## config.mk

```make
export PLATFORM = sky130hd
export DESIGN_NAME = correlation_sequencer
export DESIGN_NICKNAME = d
export VERILOG_FILES = /design/src/rtl/correlation_sequencer.sv
export SDC_FILE = /design/constraint.sdc
export NUM_CORES = 1
export LEC_CHECK = 0
export CAP_MARGIN = 25
export CORE_AREA = 8 8 79 81
export CTS_BUF_LIST = sky130_fd_sc_hd__clkbuf_8 sky130_fd_sc_hd__clkbuf_16
export CTS_CLUSTER_SIZE = 14
export DETAILED_ROUTE_END_ITERATION = 8
export DIE_AREA = 0 0 87 89
export HOLD_SLACK_MARGIN = 0.1
export PLACE_DENSITY = 0.79
export SYNTH_ARGS = -nofsm -noshare
export SYNTH_HDL_FRONTEND = slang
export SYNTH_SLANG_ARGS = --single-unit
```

## constraint.sdc

```tcl
create_clock -name clk_i -period 2.2 [get_ports clk_i]
set_clock_uncertainty 0.15 [all_clocks]
set_input_delay 0.22 -clock clk_i [delete_from_list [all_inputs] [get_ports clk_i]]
set_output_delay 0.22 -clock clk_i [all_outputs]
set_load 0.05 [all_outputs]
```

## src/rtl/correlation_sequencer.sv

```systemverilog
// Sequencer for the three-channel correlator: capture one frame, pace the
// correlator trigger to the buffer read latency, report signed lags.
module correlation_sequencer #(
  parameter int WINDOW_WIDTH  = 150,
  parameter int MAX_DEVIATION = 30,
  parameter int READ_LATENCY  = 1,
  parameter int TIMEOUT       = 32768
) (
  input  logic              clk_i,
  input  logic              reset_ni,
  input  logic              start_i,
  input  logic              abort_i,
  input  logic              sample_valid_i,
  output logic              capture_en_o,
  output logic [7:0]        capture_addr_o,
  output logic              corr_reset_o,
  output logic              corr_trigger_o,
  input  logic              corr_done_i,
  input  logic [7:0]        corr_offset_1_i,
  input  logic [7:0]        corr_offset_2_i,
  output logic signed [8:0] delay_1_o,
  output logic signed [8:0] delay_2_o,
  output logic              result_valid_o,
  input  logic              result_ack_i,
  output logic              busy_o,
  output logic              timeout_err_o
);

  localparam int                CAPTURE_LEN = WINDOW_WIDTH + 2 * MAX_DEVIATION + 1;
  localparam logic [7:0]        LAST_ADDR   = 8'(CAPTURE_LEN - 1);
  localparam logic [1:0]        PHASE_MAX   = 2'(READ_LATENCY);
  localparam logic [15:0]       TMO_LAST    = 16'(TIMEOUT - 1);
  localparam logic signed [8:0] DEV         = 9'(MAX_DEVIATION);

  typedef enum logic [1:0] {
    S_IDLE,
    S_CAPTURE,
    S_RUN,
    S_REPORT
  } state_e;

  state_e             state_q, state_d;
  logic [7:0]         addr_q, addr_d;
  logic [1:0]         phase_q, phase_d;
  logic [15:0]        tmo_q, tmo_d;
  logic signed [8:0]  dly1_q, dly1_d;
  logic signed [8:0]  dly2_q, dly2_d;
  logic               err_q, err_d;
  logic               trigger;

  always_comb begin
    state_d = state_q;
    addr_d  = addr_q;
    phase_d = phase_q;
    tmo_d   = tmo_q;
    dly1_d  = dly1_q;
    dly2_d  = dly2_q;
    err_d   = err_q;
    trigger = 1'b0;
    case (state_q)
      S_IDLE: begin
        if (start_i) begin
          state_d = S_CAPTURE;
          addr_d  = 8'd0;
          err_d   = 1'b0;
        end
      end
      S_CAPTURE: begin
        if (abort_i) begin
          state_d = S_IDLE;
        end else if (sample_valid_i) begin
          if (addr_q == LAST_ADDR) begin
            state_d = S_RUN;
            phase_d = 2'd0;
            tmo_d   = 16'd0;
          end else begin
            addr_d = addr_q + 8'd1;
          end
        end
      end
      S_RUN: begin
        // The step lands one read latency after the correlator presents its address.
        trigger = (phase_q == PHASE_MAX) && !corr_done_i;
        phase_d = (phase_q == PHASE_MAX) ? 2'd0 : phase_q + 2'd1;
        tmo_d   = tmo_q + 16'd1;
        if (abort_i) begin
          state_d = S_IDLE;
        end else if (corr_done_i) begin
          dly1_d  = $signed({1'b0, corr_offset_1_i}) - DEV;
          dly2_d  = $signed({1'b0, corr_offset_2_i}) - DEV;
          state_d = S_REPORT;
        end else if (tmo_q == TMO_LAST) begin
          err_d   = 1'b1;
          state_d = S_IDLE;
        end
      end
      S_REPORT: begin
        if (abort_i || result_ack_i) begin
          state_d = S_IDLE;
        end
      end
      default: state_d = S_IDLE;
    endcase
  end

  always_ff @(posedge clk_i or negedge reset_ni) begin
    if (!reset_ni) begin
      state_q <= S_IDLE;
      addr_q  <= 8'd0;
      phase_q <= 2'd0;
      tmo_q   <= 16'd0;
      dly1_q  <= 9'sd0;
      dly2_q  <= 9'sd0;
      err_q   <= 1'b0;
    end else begin
      state_q <= state_d;
      addr_q  <= addr_d;
      phase_q <= phase_d;
      tmo_q   <= tmo_d;
      dly1_q  <= dly1_d;
      dly2_q  <= dly2_d;
      err_q   <= err_d;
    end
  end

  // Outputs decode straight from the state register so reset takes effect at once.
  assign capture_en_o   = (state_q == S_CAPTURE);
  assign corr_reset_o   = (state_q != S_RUN);
  assign corr_trigger_o = trigger;
  assign result_valid_o = (state_q == S_REPORT);
  assign busy_o         = (state_q != S_IDLE);
  assign capture_addr_o = addr_q;
  assign delay_1_o      = dly1_q;
  assign delay_2_o      = dly2_q;
  assign timeout_err_o  = err_q;

endmodule

```

==> results of run 1 <==
-- metrics by stage --
stage                     utilization  setup WS, ns  std cells
final                          0.6380        0.1845        382
after global routing           0.6380       0.03788        382
after CTS                      0.6368        0.1912        382
after detailed placement       0.6184        0.2204        373
after global placement         0.6184        0.2421        373
after floorplan                     -       0.08393        250
-- what timing repair did --
| item | 4_1_cts | 5_1_grt |
|---|---|---|
| hold buffers | 1 | 0 |
| hold endpoints to repair | 47 | 0 |
| endpoints found under the setup margin | 0 | 1 |
| gates resized for setup | 0 | 1 |
-- registers in the layout, indices dropped and copies added, names as in the netlist --
register,flops
phase_q,2
tmo_q,16
capture_addr_o,8
state_q,2
delay_1_o,9
timeout_err_o,1
delay_2_o,9
-- final timing paths --
check,to,depth (start not counted)
hold reg to reg,delay_2_o[3],2
max in group asynchronous,delay_2_o[3],3
min in group asynchronous,delay_1_o[0],3
hold / removal,delay_2_o[0],3
setup / recovery,corr_trigger_o,4
setup reg to reg,tmo_q[11],6
-- cells in the mapped netlist, types with 4 or more instances --
library cell and n:
xnor2_1 21, clkbuf_1 7, dfrtp_1 47, ha_1 5, nor4_1 6, xor2_1 4, o211ai_1 4, nand3_1 7
nor2_1 20, or3_1 5, o21ai_0 18, nand4_1 6, nand2_1 37, nand4b_1 4, inv_1 9, a21oi_1 6
-- power breakdown --
| group | leakage (nW) | switching, mW | internal, mW |
|---|---|---|---|
| Sequential | 0.573 | 0.0230 | 0.877 |
| Combinational | 0.678 | 0.144 | 0.106 |
| Clock | 0.0505 | 0.280 | 0.214 |
-- cells in the final DEF, fill, tap and decap left out, types with 4 or more instances in the layout --
cell / instances
a21oi_1: 6
buf_4: 14
clkbuf_8: 5
clkdlybuf4s50_1: 48
dfrtp_1: 47
ha_1: 5
inv_1: 11
nand2_1: 37
nand3_1: 7
nand4_1: 6
nand4b_1: 4
nor2_1: 20
nor4_1: 6
o211ai_1: 4
o21ai_0: 18
or3_1: 5
xnor2_1: 21
xor2_1: 4
-- cells by family after synthesis --
kind of cell	synth area share
buffers and inverters	0.03321
multiplexers	0.009340
AND/OR/NAND/NOR	0.2346
flip-flops	0.4878
AO/OA/AOI/OAI	0.1183
XOR/XNOR	0.09081
adder cells (fa/ha/maj)	0.02595
-- area by class of cell --
cell class              instances  area, µm²  area share
well taps                      70      87.58     0.02758
inverters                       9      33.78     0.01064
multi-input cells             183       1176      0.3704
clock buffers                   5      68.82     0.02167
flip-flops and latches         47       1176      0.3704
repair buffers                 65      620.6      0.1954
clock inverters                 3      12.51    0.003940
-- per-layer routing --
| layer | GRT usage | part of all wire | routed length (µm) | vias up |
|---|---|---|---|---|
| met2 | 0.2429 | 0.45 | 2519 | 52 |
| li1 | - | - | - | 1004 |
| met3 | 0.06710 | 0.083 | 470 | 2 |
| met1 | 0.1951 | 0.47 | 2658 | 957 |
| met5 | 0 | 0 | 0 | - |
| met4 | 0.03912 | 0.0016 | 9 | 0 |
-- worst register-to-register path, stage by stage, from the launching register on --
cell,delay [ns]
dfrtp_1,0.44
inv_1,0.10
ha_1,0.16
nand4b_1,0.21
or4_1,0.59
o211ai_1,0.10
o31ai_1,0.09
==> impl_metrics.tcl, run 1 <==
set metrics [dict create \
    final_layout_size_suffix_gt1_frac 0.09615 \
    final-max-slew-violation-count 0 \
    drv_cap 0 \
    cp_top_family "flip-flops" \
    fin_crit_sh 0.9161 \
    fin_crit_ns 2.016 \
    yosysUniqueCellTypes 46 \
    rows 26 \
    drc_errors 0 \
    synth_edf_count 0 \
    status "complete, no violations" \
    reg2reg_slack_ns 0.26 \
    grt_usage 0.1562 \
    synth_nets 278 \
    cts_setup_buffers 0 \
    cp-end-kind "output port" \
    timing.rr.start "capture_addr_o[0]" \
    path_cells "nor2b_1 > inv_1 > nor4b_4 > buf_12" \
    start_util 0.4844 \
    clk_pin_slew_ns 0.08 \
    vias 2015 \
    design.die.area_um2 7743 \
    antenna_cells 0 \
    io_pins 55 \
    grt_pass1_wl_mm 9.660 \
    cts_buffers 5 \
    final_cell_area_um2 3176 \
    critPathBufInv 2 \
    ys_seq_elements 47 \
    cp_slowest_stage_delay_ns 0.51 \
    clock_latency_ns 0.29 \
    core_um2 4977 \
    async_flop_share 1.000 \
    hold_ws_ns 0.3089 \
    die_y_um 89 \
    yosys.area.top_type "dfrtp_1" \
    grt_max_degree 48 \
    fillers 422 \
    cts.sinks 47 \
    antenna_found_initial 0 \
    worst_pin_slew_ns 0.6049 \
    rsz0062_at_grt "no" \
    gr-total-overflow 0 \
    maxSlewHeadroom 0.5967 \
    syn-cell-area_um2 2411 \
    drt_iter0_markers 86 \
    fmax_mhz 496.2 \
    port_buffers 54 \
    startpoint "state_q[0]" \
    yosysTopAreaCellShare 0.4878 \
    netlist_instances 250 \
    post_synth.cell_area_avg_um2 9.644 \
    min_from "corr_offset_2_i[0]" \
    hp-class "in2reg" \
    setup-tns-final_ns 0 \
    p_leak_nw 1.301 \
    gp_congestion 0.8546 \
    seq_area_frac_synth 0.4878 \
    root_buffer "clkbuf_8" \
    required_ns 1.83 \
    critPathKind "reg2out" \
    cts_tree "built" \
    clock_path_buffers 2 \
    yosysWarnings 0 \
    synthFlopType "dfrtp_1" \
    place_area_um2 3078 \
    chipWidth_um 87 \
    nets 339 \
    vdd_drop_max_mv 0.3011 \
    start_kind "flip-flop" \
    wl_per_cell_um 14.81 \
    syn_to_final_growth_pct 31.71 \
    p_per_area_nw_per_um2 517.7 \
    grt_pass1_vias 2089 \
    critPathSlowestCell "dfrtp_1" \
    crit_arrival_ns 1.65 \
    yosys-top-cells-area "dfrtp_1 49%, xnor2_1 7.6%, nand2_1 5.8%, o21ai_0 3.7%, nor2_1 3.1%" \
    finalSetupViolCount 0 \
    firstDrtPassIters 4 \
    worstPathMaxFanout 14 \
    routed_wl_mm 5.658 \
    h-tree-depth 2 \
    power.total_mw 1.644 \
    hpwlAfterDp_mm 4.194 \
    hold_violations 0 \
    postRouteAntennaNets 0 \
    drt-vias-per-instance 5.275 \
]
(Power assumes the default switching activity.)
==> run 2, diff against run 1 <==
--- a/config.mk
+++ b/config.mk
@@ -11,7 +11,7 @@
 export CTS_CLUSTER_SIZE = 14
 export DETAILED_ROUTE_END_ITERATION = 8
 export DIE_AREA = 0 0 87 89
-export HOLD_SLACK_MARGIN = 0.1
+export HOLD_SLACK_MARGIN = 0.06
 export PLACE_DENSITY = 0.79
 export SYNTH_ARGS = -nofsm -noshare
 export SYNTH_HDL_FRONTEND = slang
==> results of run 2 <==
No change in the layout: final DEF, timing and power equal those of run 1.
==> run 3, diff against run 2 <==
--- a/config.mk
+++ b/config.mk
@@ -16,3 +16,4 @@
 export SYNTH_ARGS = -nofsm -noshare
 export SYNTH_HDL_FRONTEND = slang
 export SYNTH_SLANG_ARGS = --single-unit
+export TNS_END_PERCENT = 1
==> results of run 3 <==
No change in the layout: final DEF, timing and power equal those of run 1.
